[config.mk]
export PLATFORM = sky130hd
export DESIGN_NAME = pcx_fpga_arb
export DESIGN_NICKNAME = d
export VERILOG_FILES = /design/src/rtl/pcx_fpga_arb.sv
export SDC_FILE = /design/constraint.sdc
export NUM_CORES = 2
export LEC_CHECK = 0
export ABC_AREA = 1
export CAP_MARGIN = 20
export CORE_MARGIN = 3
export CORE_UTILIZATION = 56
export DETAILED_ROUTE_END_ITERATION = 12
export PLACE_DENSITY = 0.74
export SLEW_MARGIN = 20
export SYNTH_ARGS = -nofsm -noshare
export SYNTH_HDL_FRONTEND = slang
export SYNTH_SLANG_ARGS = --single-unit
[constraint.sdc]
create_clock -name gclk -period 10.3 [get_ports gclk]
set_input_delay 1.545 -clock gclk [delete_from_list [all_inputs] [get_ports gclk]]
set_output_delay 1.545 -clock gclk [all_outputs]
set_load 0.005 [all_outputs]
[src/rtl/pcx_fpga_arb.sv]
// Two-core PCX request arbiter in front of a single FPGA bridge target.
// Per-core FIFOs, round-robin service, atomic pairs forwarded back-to-back.
module pcx_fpga_arb #(
  parameter int DEPTH = 10,
  parameter int PTR_W = 4
) (
  input  logic         gclk,
  input  logic         reset_l,
  input  logic [4:0]   c0_pcx_req_pq,
  input  logic         c0_pcx_atom_pq,
  input  logic [123:0] c0_pcx_data_pa,
  output logic [4:0]   c0_pcx_grant_px,
  input  logic [4:0]   c1_pcx_req_pq,
  input  logic         c1_pcx_atom_pq,
  input  logic [123:0] c1_pcx_data_pa,
  output logic [4:0]   c1_pcx_grant_px,
  output logic         out_vld,
  input  logic         out_rdy,
  output logic [123:0] out_data,
  output logic [4:0]   out_dest,
  output logic         out_core,
  output logic         out_atom,
  output logic [1:0]   err_ovf,
  output logic [1:0]   err_req
);

  localparam int              EW      = 130;
  localparam logic [PTR_W:0]   LP_FULL = (PTR_W+1)'(DEPTH);
  localparam logic [PTR_W-1:0] LP_LAST = PTR_W'(DEPTH - 1);

  logic [4:0]    w_req     [2];
  logic          w_atom_in [2];
  logic [123:0]  w_data_in [2];

  logic [4:0]       r_cap_dest [2];
  logic             r_cap_atom [2];
  logic             r_cap_vld  [2];
  logic [EW-1:0]    r_mem      [2][DEPTH];
  logic [PTR_W-1:0] r_wp       [2];
  logic [PTR_W-1:0] r_rp       [2];
  logic [PTR_W:0]   r_cnt      [2];
  logic [4:0]       r_grant    [2];
  logic             r_rr, r_lock_vld, r_lock_core, r_hold_vld, r_hold_core;
  logic [1:0]       r_err_ovf, r_err_req;

  logic [1:0]    w_ne, w_full, w_pop, w_wr;
  logic          w_sel, w_vld, w_xfer;
  logic [EW-1:0] w_head;

  function automatic logic multi_hot(input logic [4:0] v);
    return (v & (v - 5'd1)) != 5'd0;
  endfunction

  function automatic logic [PTR_W-1:0] ptr_inc(input logic [PTR_W-1:0] p);
    return (p == LP_LAST) ? '0 : p + PTR_W'(1);
  endfunction

  assign w_req[0]     = c0_pcx_req_pq;
  assign w_req[1]     = c1_pcx_req_pq;
  assign w_atom_in[0] = c0_pcx_atom_pq;
  assign w_atom_in[1] = c1_pcx_atom_pq;
  assign w_data_in[0] = c0_pcx_data_pa;
  assign w_data_in[1] = c1_pcx_data_pa;

  always_comb begin
    for (int c = 0; c < 2; c++) begin
      w_ne[c]   = r_cnt[c] != '0;
      w_full[c] = r_cnt[c] == LP_FULL;
    end
  end

  // A held choice keeps out_* stable while the target stalls.
  always_comb begin
    w_sel = 1'b0;
    w_vld = 1'b0;
    if (r_lock_vld) begin
      w_sel = r_lock_core;
      w_vld = w_ne[r_lock_core];
    end else if (r_hold_vld) begin
      w_sel = r_hold_core;
      w_vld = w_ne[r_hold_core];
    end else if (w_ne[0] && w_ne[1]) begin
      w_sel = ~r_rr;
      w_vld = 1'b1;
    end else if (w_ne[0]) begin
      w_sel = 1'b0;
      w_vld = 1'b1;
    end else if (w_ne[1]) begin
      w_sel = 1'b1;
      w_vld = 1'b1;
    end
  end

  assign w_head   = r_mem[w_sel][r_rp[w_sel]];
  assign out_vld  = w_vld;
  assign out_data = w_vld ? w_head[123:0]   : '0;
  assign out_atom = w_vld ? w_head[124]     : 1'b0;
  assign out_dest = w_vld ? w_head[129:125] : 5'd0;
  assign out_core = w_vld & w_sel;
  assign w_xfer   = w_vld & out_rdy;

  // A full FIFO still accepts a write when its head leaves in the same cycle.
  always_comb begin
    for (int c = 0; c < 2; c++) begin
      w_pop[c] = w_xfer && (w_sel == c[0]);
      w_wr[c]  = r_cap_vld[c] && (!w_full[c] || w_pop[c]);
    end
  end

  always_ff @(posedge gclk) begin
    for (int c = 0; c < 2; c++)
      if (w_wr[c]) r_mem[c][r_wp[c]] <= {r_cap_dest[c], r_cap_atom[c], w_data_in[c]};
  end

  always_ff @(posedge gclk or negedge reset_l) begin
    if (!reset_l) begin
      for (int c = 0; c < 2; c++) begin
        r_cap_vld[c]  <= 1'b0;
        r_cap_dest[c] <= 5'd0;
        r_cap_atom[c] <= 1'b0;
        r_wp[c]       <= '0;
        r_rp[c]       <= '0;
        r_cnt[c]      <= '0;
        r_grant[c]    <= 5'd0;
      end
      r_rr        <= 1'b0;
      r_lock_vld  <= 1'b0;
      r_lock_core <= 1'b0;
      r_hold_vld  <= 1'b0;
      r_hold_core <= 1'b0;
      r_err_ovf   <= 2'b00;
      r_err_req   <= 2'b00;
    end else begin
      for (int c = 0; c < 2; c++) begin
        r_cap_vld[c]  <= (w_req[c] != 5'd0) && !multi_hot(w_req[c]);
        r_cap_dest[c] <= w_req[c];
        r_cap_atom[c] <= w_atom_in[c];
        if (multi_hot(w_req[c]))      r_err_req[c] <= 1'b1;
        if (r_cap_vld[c] && !w_wr[c]) r_err_ovf[c] <= 1'b1;
        if (w_wr[c])  r_wp[c] <= ptr_inc(r_wp[c]);
        if (w_pop[c]) r_rp[c] <= ptr_inc(r_rp[c]);
        r_cnt[c]   <= r_cnt[c] + (PTR_W+1)'(w_wr[c]) - (PTR_W+1)'(w_pop[c]);
        r_grant[c] <= w_pop[c] ? out_dest : 5'd0;
      end
      r_hold_vld  <= w_vld & ~out_rdy;
      r_hold_core <= w_sel;
      if (w_xfer) begin
        r_rr <= w_sel;
        if (r_lock_vld) begin
          r_lock_vld <= 1'b0;
        end else if (w_head[124]) begin
          r_lock_vld  <= 1'b1;
          r_lock_core <= w_sel;
        end
      end
    end
  end

  assign c0_pcx_grant_px = r_grant[0];
  assign c1_pcx_grant_px = r_grant[1];
  assign err_ovf         = r_err_ovf;
  assign err_req         = r_err_req;

endmodule

==> results.ini <==
[outcome]
status = finished, final reports clean

[global_route]
grt_pass1_vias = 72580
overflow = 0
antenna_found_initial = 67
grt_pass1_wl_mm = 453.4
grt_max_degree = 243
grt_usage_pct = 30.61

[place]
dp_hpwl_mm = 146.3
io_buffers = 408
place_worst_setup_slack_ns = 2.871
gp_congestion = 0.8175

[cells_and_area]
final_common_cell = edfxtp_1
drive_gt1_share_pct = 5.565
syn2layout_area_growth_pct = 13.54
fin_nets = 9713
mostFrequentLayoutCells = edfxtp_1, nor2_1, nand2_1, o21ai_0, nand3_1

[timing]
finalSetupTns_ns = 0
fin_ws_ns = 1.672
worstMarginPinSlew_ns = 1.373
fin_crit_ns = 8.628
slew-limit-headroom_pct = 8.447
rsz0062_at_grt = no
final-setup-viol-count = 0
finalMaxSlewViolations = 0
hold_violations = 0
finalClockSkew_ns = 0.04333
fin_crit_sh_pct = 83.76
fmax_mhz = 115.9

[die]
ios = 409
start_util_pct = 56.57
dieArea_um2 = 198200
fp-row-count = 160
core_um2 = 191000
die_y_um = 445.3
die_x_um = 445.3

[cts]
clock_latency_ns = 0.92
clk_pin_slew_worst_paths_ns = 0.07
cts_tree = done
ctsRootBufferMaster = clkbuf_16
cts_resized = 0
cts_buffer_depth = 4
cts_sinks = 2659
post_cts_buffers = 0
numCtsBuffers = 281
postCtsHoldBufs = 0
ctsHtreeMaxLevel = 5

[route]
drt_iter0_drc = 10360
drtAntennaViolNets = 0
vias_per_cell = 6.062
routed_wirelength_mm = 308.3
route.detailed.drc = 0
firstDrtPassIters = 6
post_drt_wl_per_cell_um = 25.32
vias = 73830

[worst_setup_path]
cp-start-kind = flip-flop
critical_path_class = flip-flop to output pin
crit_chain = inv_1, ha_1, inv_1, nor2_1, a21oi_1, nand2_1, nand2_4, nand2_8, buf_4, buf_12, buf_4, nand2_1, o21ai_0, o21ai_0, o211ai_1, nand3_1, nand2_1, inv_1, clkdlybuf4s50_1
cp_max_fo = 242
arrival_ns = 7.08
end_kind = output pin
slowest_stage = buf_4
cpPeakStageDelay_ns = 0.97
cp.required_ns = 8.76

[min_path]
hold_class = flip-flop to flip-flop

[synthesis]
avgSynthCellArea_um2 = 11.73
yosysWarnings = 0
netlist_instances = 9211
synth.cell_area_um2 = 108000
synth_ff_type = edfxtp_1
syn_nets = 9490
synth_seq_cells = 2659
synth_cell_types = 39
synth_edf_count = 2600
async_flop_share_pct = 2.219
ys_seq_area_share_pct = 73.63

[pwr]
leakage_nw = 43.70
power_per_cell_area_nw_per_um2 = 344.1
total_power_w = 0.04221
ir_drop_uv = 572.2

[flow_run]
max_cap_viol_count = 0

[per-layer routing]
layer / track usage, % / wire length, µm / vias to the layer above / part of all wire (%)
met1: 39.36 / 113100 / 36080 / 37
met3: 5.942 / 32410 / 752 / 11
met2: 50.26 / 149200 / 4525 / 48
met5: 0 / 172 / - / 0.056
met4: 14.98 / 13470 / 26 / 4.4
li1: - / - / 32450 / -
[registers in the layout, summed over array words and instances, names as in the netlist, 5 cells and up]
register and flops:
c1_pcx_grant_px 5, r_mem 2600, r_rp 8, r_wp 8, r_cap_dest 10, c0_pcx_grant_px 5
r_cnt 10
[power by group]
part           internal [W]  switching (W)  total, W
combinational       0.00628         0.0140    0.0202
sequential           0.0122       0.000119    0.0124
clock               0.00564        0.00398   0.00961
[synthesized netlist by cell type (3+ instances only)]
cell	instances	share of area [%]
nand3_1	668	3.1
o31ai_1	26	0.18
buf_1	50	0.17
xor2_1	15	0.12
edfxtp_1	2600	72
dfrtp_1	59	1.4
o211ai_1	116	0.81
nand4_1	3	0.017
nor2_1	1824	6.3
o21ai_0	1047	4.8
inv_2	3	0.010
buf_4	35	0.24
buf_2	208	0.96
inv_1	335	1.2
nand3b_1	5	0.035
nand2_1	1605	5.6
clkbuf_1	279	0.97
nor3_1	86	0.40
or2_2	40	0.23
mux2i_1	10	0.093
ha_1	14	0.16
a21oi_1	152	0.70
o21ai_1	11	0.051
[kinds of logic (layout without fill, tap and decap cells)]
logic type / count (synthesis) / after routing / synth area share (%)
buf+inv: 912 / 1314 / 3.538
mux: 10 / 10 / 0.09264
other cells: 0 / 55 / 0
xor+xnor: 15 / 15 / 0.1216
flops: 2659 / 2659 / 73.63
simple gates: 4236 / 4236 / 15.74
compound gates: 1363 / 1363 / 6.688
fa+ha+maj: 16 / 16 / 0.1992
[metrics by stage]
step	instance area, µm²	utilization, %	cells	hold WS [ns]
5_1_grt	122600	64.20	12160	0.4794
6_report	122700	64.23	12180	0.4573
3_3_place_gp	114000	59.67	11660	0.4423
2_1_floorplan	108000	-	9211	0.4419
4_1_cts	122500	64.16	12120	0.4602
3_5_place_dp	114000	59.68	11660	0.4505
[cell type report]
cell class / instances / area (µm²)
Antenna cell: 55 / 137.6
Inverter: 339 / 1318
Clock buffer: 359 / 7617
Multi-Input combinational cell: 5640 / 24840
Clock inverter: 103 / 935.9
Timing Repair Buffer: 513 / 5130
Tap cell: 2511 / 3142
Sequential cell: 2659 / 79550
Fill cell: 13850 / 68310
[path summary, 6_finish.rpt]
kind	start	endpoint	slack [ns]	cells after the start
max	r_cnt[2]$_DFF_PN0_	out_data[48]	1.67	19
min	err_ovf[0]$_DFFE_PN0P_	err_ovf[0]$_DFFE_PN0P_	0.46	1
max reg2reg	r_cnt[2]$_DFF_PN0_	r_mem[1][732]$_DFFE_PP_	3.51	18
min reg2reg	err_ovf[0]$_DFFE_PN0P_	err_ovf[0]$_DFFE_PN0P_	0.46	1
max in group asynchronous	reset_l	r_cap_atom[1]$_DFF_PN0_	8.93	2
min in group asynchronous	reset_l	c1_pcx_grant_px[2]$_DFF_PN0_	0.78	2
[worst max-delay path, delay by kind of cell, from the launching register on]
kind	cells	cell delay (ns)
AO/OA/AOI/OAI	4	0.62
adder cells (fa/ha/maj)	1	0.16
buffers and inverters	7	3.27
flip-flops	1	0.39
AND/OR/NAND/NOR	7	1.40
No activity file was read; power rests on OpenSTA's default activity.
